File: src/rtl/arbitro_contador_2req_pkg.sv
// -----------------------------------------------------------------------------
// arbitro_contador_2req_pkg
// Shared definitions for the two-requester counter arbiter:
//   - NREQ    : number of requesters sharing the counter
//   - state_t : FSM state encoding (IDLE, CLR, RUN, DONE)
//   - onehot  : turns a requester index into a one-hot request-width vector
// -----------------------------------------------------------------------------
package arbitro_contador_2req_pkg;

    localparam int NREQ = 2;

    typedef enum logic [1:0] {
        IDLE = 2'd0,
        CLR  = 2'd1,
        RUN  = 2'd2,
        DONE = 2'd3
    } state_t;

    function automatic logic [NREQ-1:0] onehot(input logic idx);
        logic [NREQ-1:0] v;
        v      = '0;
        v[idx] = 1'b1;
        return v;
    endfunction

endpackage

File: src/rtl/arbitro_contador_2req_contador_habilitado.sv
// -----------------------------------------------------------------------------
// contador_habilitado
// WIDTH-bit synchronous up-counter with synchronous clear and count enable.
// Clear has priority over enable.
// Ports:
//   clk : clock, rising edge
//   en  : count enable, q increments by one per edge while high
//   clr : synchronous clear, forces q to 0 at the next edge
//   q   : current counter value
// -----------------------------------------------------------------------------
module contador_habilitado #(
    parameter int WIDTH = 4
) (
    input  logic             clk,
    input  logic             en,
    input  logic             clr,
    output logic [WIDTH-1:0] q
);

    // NOTE: clocked state uses non-blocking assignments so every flop samples
    // pre-edge values regardless of process evaluation order.
    always_ff @(posedge clk) begin
        if (clr) begin
            q <= '0;
        end else if (en) begin
            q <= q + WIDTH'(1);
        end
    end

endmodule

File: src/rtl/arbitro_contador_2req.sv
// -----------------------------------------------------------------------------
// arbitro_contador_2req
// Round-robin arbiter and controller that lends one shared up-counter to two
// requesters. The winner gets the counter cleared, counts up to its requested
// duration, then receives a one-cycle done pulse.
// Ports:
//   clk   : clock, rising edge
//   clear : synchronous active-high reset
//   req   : request per requester; must stay high until done or it aborts
//   dur0  : interval length for requester 0, sampled at grant
//   dur1  : interval length for requester 1, sampled at grant
//   gnt   : one-hot grant, 00 when idle
//   done  : one-cycle completion pulse to the granted requester
//   busy  : high whenever the FSM is not idle
//   count : live value of the shared counter
// -----------------------------------------------------------------------------
module arbitro_contador_2req
    import arbitro_contador_2req_pkg::*;
#(
    parameter int WIDTH = 4
) (
    input  logic             clk,
    input  logic             clear,
    input  logic [NREQ-1:0]  req,
    input  logic [WIDTH-1:0] dur0,
    input  logic [WIDTH-1:0] dur1,
    output logic [NREQ-1:0]  gnt,
    output logic [NREQ-1:0]  done,
    output logic             busy,
    output logic [WIDTH-1:0] count
);

    state_t           state, state_next;
    logic             g, g_next;          // index of the current winner
    logic             last, last_next;    // most recently served requester
    logic [WIDTH-1:0] dur_reg, dur_next;
    logic [WIDTH:0]   count_inc;          // one bit wider so the compare never wraps

    assign count_inc = {1'b0, count} + (WIDTH+1)'(1);

    // The arbiter is the sole owner of the counter controls.
    contador_habilitado #(.WIDTH(WIDTH)) u_contador (
        .clk (clk),
        .en  (state == RUN),
        .clr (clear | (state == CLR)),
        .q   (count)
    );

    always_ff @(posedge clk) begin
        if (clear) begin
            state   <= IDLE;
            g       <= 1'b0;
            last    <= 1'b1;              // requester 0 wins the first tie
            dur_reg <= '0;
        end else begin
            state   <= state_next;
            g       <= g_next;
            last    <= last_next;
            dur_reg <= dur_next;
        end
    end

    always_comb begin
        // NOTE: every variable gets its hold value first so no path through
        // the case statement leaves one unassigned and infers a latch.
        state_next = state;
        g_next     = g;
        last_next  = last;
        dur_next   = dur_reg;

        unique case (state)
            IDLE: begin
                if (req != '0) begin
                    // On a tie the requester not served last wins; otherwise
                    // req[1] alone identifies the single requester.
                    g_next     = (req == 2'b11) ? ~last : req[1];
                    dur_next   = g_next ? dur1 : dur0;
                    state_next = CLR;
                end
            end
            CLR: begin
                if (!req[g]) begin
                    state_next = IDLE;
                    last_next  = g;
                end else begin
                    state_next = (dur_reg != '0) ? RUN : DONE;
                end
            end
            RUN: begin
                // Abort wins over completion: a dropped request never gets done.
                if (!req[g]) begin
                    state_next = IDLE;
                    last_next  = g;
                end else if (count_inc == {1'b0, dur_reg}) begin
                    state_next = DONE;
                end
            end
            DONE: begin
                state_next = IDLE;
                last_next  = g;
            end
            default: state_next = IDLE;
        endcase
    end

    // Moore outputs decoded from registered state and winner.
    assign busy = (state != IDLE);
    assign gnt  = busy            ? onehot(g) : '0;
    assign done = (state == DONE) ? onehot(g) : '0;

endmodule

File: config.mk
export PLATFORM = sky130hd
export DESIGN_NAME = arbitro_contador_2req
export DESIGN_NICKNAME = d
export VERILOG_FILES = /design/src/rtl/arbitro_contador_2req_pkg.sv /design/src/rtl/arbitro_contador_2req_contador_habilitado.sv /design/src/rtl/arbitro_contador_2req.sv
export SDC_FILE = /design/constraint.sdc
export NUM_CORES = 1
export LEC_CHECK = 0
export CAP_MARGIN = 5
export CELL_PAD_IN_SITES_DETAIL_PLACEMENT = 0
export CELL_PAD_IN_SITES_GLOBAL_PLACEMENT = 1
export CORE_MARGIN = 4
export CORE_UTILIZATION = 36
export CTS_BUF_LIST = sky130_fd_sc_hd__clkbuf_16
export CTS_CLUSTER_DIAMETER = 40
export CTS_CLUSTER_SIZE = 28
export DETAILED_ROUTE_END_ITERATION = 8
export PLACE_DENSITY = 0.83
export SLEW_MARGIN = 40
export SYNTH_ARGS = -nofsm -noshare
export SYNTH_HDL_FRONTEND = slang
export SYNTH_SLANG_ARGS = --single-unit
File: constraint.sdc
create_clock -name clk -period 5 [get_ports clk]
set_input_delay 1 -clock clk [delete_from_list [all_inputs] [get_ports clk]]
set_output_delay 1 -clock clk [all_outputs]
set_load 0.01 [all_outputs]
* Word-level counts from Yosys, hierarchy flattened
Index checks and enable logic that the tools add are counted.
** Storage, ports and cells
- Register bits after elaboration :: 12
- Input port bits :: 12
- Output and inout bits :: 9
- Word-level logic and storage cells :: 45
** Cells by class
- Add/sub/neg operators :: 2
- Magnitude comparators :: 2
- Equality and inequality tests :: 8
- Muxes and demuxes :: 16
- Bitwise gates (word level) :: 2
- Reduce and logical (&&, ||, !) cells :: 10
** Operators by type and width (count)
- $mux W2 :: 6
- $pmux W2 S4 :: 1
- $eq A2 B2 Y1 const B :: 3
- $mux W1 :: 6
- $reduce_and A2 Y1 :: 3
- $reduce_bool A2 Y1 :: 3
- $add A4 B1 Y5 const B :: 1
- $eq A5 B4 Y1 :: 1
- $add A4 B1 Y4 const B :: 1
- $mux W4 :: 1
- $ne A2 B2 Y1 const B :: 2
- $reduce_bool A4 Y1 :: 1
- $ne A3 B3 Y1 const B :: 1
- $eq A2 B1 Y1 const B :: 1
- $logic_not A2 Y1 :: 1
- $lt A1 B2 Y1 const B :: 1
- $pmux W1 S2 :: 1
- $reduce_or A2 Y1 :: 1
- $demux W1 S1 :: 1
- $ge A1 B1 Y1 const B :: 1
- $logic_and A1 B1 Y1 :: 1
- $not A1 Y1 :: 1
- $or A1 B1 Y1 :: 1

* Longest topological paths before layout
- Word-level depth :: 5
- Depth in mapped cells :: 7

* Hierarchy
From an unflattened synthesis, not the netlist that was laid out.
** Second synthesis, totals
- Cells, all modules :: 91
- Area total of the unflattened synthesis :: 782.0 µm²
** Modules (own cells, without submodules)
- arbitro_contador_2req :: times used 1, cells an instance 75, area each 603.1 µm²
- contador_habilitado :: times used 1, cells an instance 16, area each 178.9 µm²

* Worst setup path after synthesis
Ideal clock, no wire load.
- Kind :: reg-to-output
- Start :: register state[0]
- End :: output port gnt[1]
- Arrival :: 0.903 ns
- Setup slack :: 3.097 ns
- Stages on the path, launching flop included :: 4
- Path buffers :: 0
- Path through :: dfxtp_1 -> inv_1 -> ha_1 -> nor2b_1
** On the way
- Word-level cells in the longest chain between the ends :: 2
** RTL lines
- start: declaration :: line arbitro_contador_2req.sv:33 : state_t state, state_next;
- start signal: assignment :: line arbitro_contador_2req.sv:56 : state <= state_next;
- $reduce_bool A2 Y1 :: line arbitro_contador_2req.sv:107 : assign busy = (state != IDLE);
- $mux W2 :: line arbitro_contador_2req.sv:108 : assign gnt = busy ? onehot(g) : '0;
- end: declaration :: line arbitro_contador_2req.sv:27 : output logic [NREQ-1:0] gnt,
No other way between the ends.

* Worst setup path in the final report
Same ends and word-level chain as after synthesis.

==> out/summary.txt <==
Clock power frac - 46.8%
All-Layer GR Usage - 11.87%
Final cell count without fillers - 131
P_leak - 0.3909 nW
Highest routed layer - met4
Placed Cells - 127
Initial Util - 37.63%
CP Cell Sequence - inv_1 -> ha_1 -> nor2b_1 -> clkdlybuf4s50_1
Critical-path top delay cell - clkdlybuf4s50_1
Fmax - 369.5 MHz
Seq pwr share - 35.3%
DRT iter0 DRCs - 13
WL met3 - 97 um
CTS tree - built
Vias/cell - 5.046
Yosys warnings - 0
Antenna violations before repair - 0
Clock Tree Buf Depth - 2
NumNets Final - 122
IO Pins - 21
Min Tclk post-route - 2706 ps
Peak supply drop - 0.2014 mV
CTS resizes - 0
Worst path top cell family by delay - buffers and inverters
Levels on crit path - 4
DPL Wire Length - 1156 um
1st-pass router iterations - 4
Placed standard-cell area - 964.7 um^2
Startpoint Class - flip-flop
Worst setup EP type - output pin
Max cap viols - 0
Number of remaining DRC errors - 0
Switch share - 23.84%
Worst clock skew - 1.838 ps
Worst R2R Setup Slack - 3270 ps
Number of flops mapped to enable cells by yosys - 0
Die span in y - 53.29 um
Post-CTS Setup Repair Bufs - 0
Core area - 0.001962 mm^2
Wire length on met1 - 725 um
Internal - 237.9 uW
Fin. max-slew vios - 0
Post-Syn Nets - 99
Clock Sink Count - 12
Period utilization - 54.13%
Yosys cell types - 28
Crit path buffers/inverters - 2
Synth Flop Type - dfxtp_1
WHS Path Cells - 1
Largest net degree at the start of global routing - 15
Clock root buffer - clkbuf_16
Worst min-delay path class - flip-flop to flip-flop
Area Overhead vs Synth - 41.36%
Overflow after GRT - 0
Max incr delay on CP - 540 ps
P_sw - 74.46 uW
Comb pwr share - 17.8%
Die width - 53.29 um
Number of global-route vias before repair - 577
Seq cells post-synth - 12
R2R depth - 5
Clock-pin slew on the worst setup and hold paths - 40 ps
WS Path Type - flip-flop to output pin
Status - finished clean
Critical-path maximum fanout - 8
Post-CTS Hold Fix Bufs - 0
Clk Latency, worst-skew pair - 240 ps
Post-synthesis area per instance - 9.003 um^2
# port buffers - 20
H-tree levels - 1
Die ar. - 0.002839 mm^2
RSZ-0062 raised after global routing - false
Post-route cell area - 0.001044 mm^2
Detailed Route WL - 1537 um
GPL Wtd Cong - 0.7457
Routed Antenna Nets - 0
Global-route wire length before repair - 2408 um
Mapped Cells - 82
Hold WS - 485.4 ps
Core Rows - 16
Synth Cell Area - 738.2 um^2
Power Density - 299.3 mW/mm^2
Routed length per instance - 11.73 um
Share of the yosys chip area belonging to registers - 32.54%
Synth async-reset ratio - 0%
Layout cells sized above 1 - 5.769%
Rel. slew slack - 64.78%
Worst slew pin tran - 526.7 ps
WL met2 - 694 um
CTS buffer count - 3
TNS Setup - 0 ps
Setup violations, final - 0
WP data arrival - 1710 ps
Vias after detailed routing - 661
# diodes - 0
Data required, critical path - 4000 ps
Final Hold Fails - 0
==> synth_stat cells (3+ instances only) <==
cell type	count	area share, %
dfxtp_1	12	33
nor2_1	10	5.1
mux2i_1	7	9.5
ha_1	5	8.5
nor3_1	5	3.4
a211oi_1	4	4.1
inv_1	4	2.0
xnor2_1	4	4.7
xor2_1	4	4.7
nor2b_1	3	2.5
==> logic make-up after synthesis <==
family | share of synthesized area [%]
AND/OR/NAND/NOR | 20.51
AO/OA/AOI/OAI | 16.44
flip-flops | 32.54
XOR/XNOR | 9.491
multiplexers | 9.492
buffers and inverters | 3.049
adder cells (fa/ha/maj) | 8.475
==> path summary, 6_finish.rpt <==
kind | startpoint | endpoint
max | state[0]$_SDFFE_PP0P_ | gnt[1]
min | last$_SDFFE_PP1P_ | last$_SDFFE_PP1P_
max reg2reg | u_contador.q[0]$_SDFFE_PP0N_ | state[0]$_SDFFE_PP0P_
min reg2reg | last$_SDFFE_PP1P_ | last$_SDFFE_PP1P_
==> power groups by stage <==
stage	Clock, mW	Combinational, mW	Sequential, mW
global route	0.157	0.0609	0.111
floorplan	0	0.0352	0.110
CTS	0.150	0.0562	0.110
global placement	0	0.0551	0.112
finish	0.146	0.0557	0.110
detailed placement	0	0.0561	0.112
==> cell usage in the layout, fill, tap and decap left out <==
master           count
xor2_1               4
o31ai_1              2
a211oi_1             4
nand2b_1             1
a21oi_1              2
inv_1                4
nand4b_1             1
nor2_1              10
a211o_1              2
a211oi_2             1
and3b_2              1
nor4_1               2
clkdlybuf4s50_1     20
a21boi_2             1
nor2b_1              3
xnor2_1              4
mux2i_1              7
dfxtp_1             12
clkinv_1             1
o31a_1               2
nand3_1              1
or4_1                1
nand4_1              1
and2_1               1
ha_1                 5
clkbuf_16            3
o211ai_1             1
nor3_1               5
nand2_1              2
==> final cells by class <==
class / instances / area, um^2
Fill cell: 206 / 918.4
Multi-Input combinational cell: 64 / 475.5
Sequential cell: 12 / 240.2
Timing Repair Buffer: 20 / 200.2
Clock buffer: 3 / 75.07
Tap cell: 27 / 33.78
Inverter: 4 / 15.01
Clock inverter: 1 / 3.754
==> per-layer routing <==
layer | track usage, % | vias up
met1 | 14.60 | 296
met4 | 3.830 | 0
met3 | 5.070 | 2
li1 | - | 343
met2 | 18.37 | 20
met5 | 0 | -
==> per-stage QoR <==
step / utilization, % / power, mW / setup slack, ps
after floorplan: - / 0.1455 / 3097
after global placement: 49.17 / 0.1670 / 2507
after detailed placement: 49.17 / 0.1681 / 2464
after CTS: 53.19 / 0.3162 / 2291
after global routing: 53.19 / 0.3289 / 2218
final: 53.19 / 0.3123 / 2294
(Power assumes the default switching activity.)
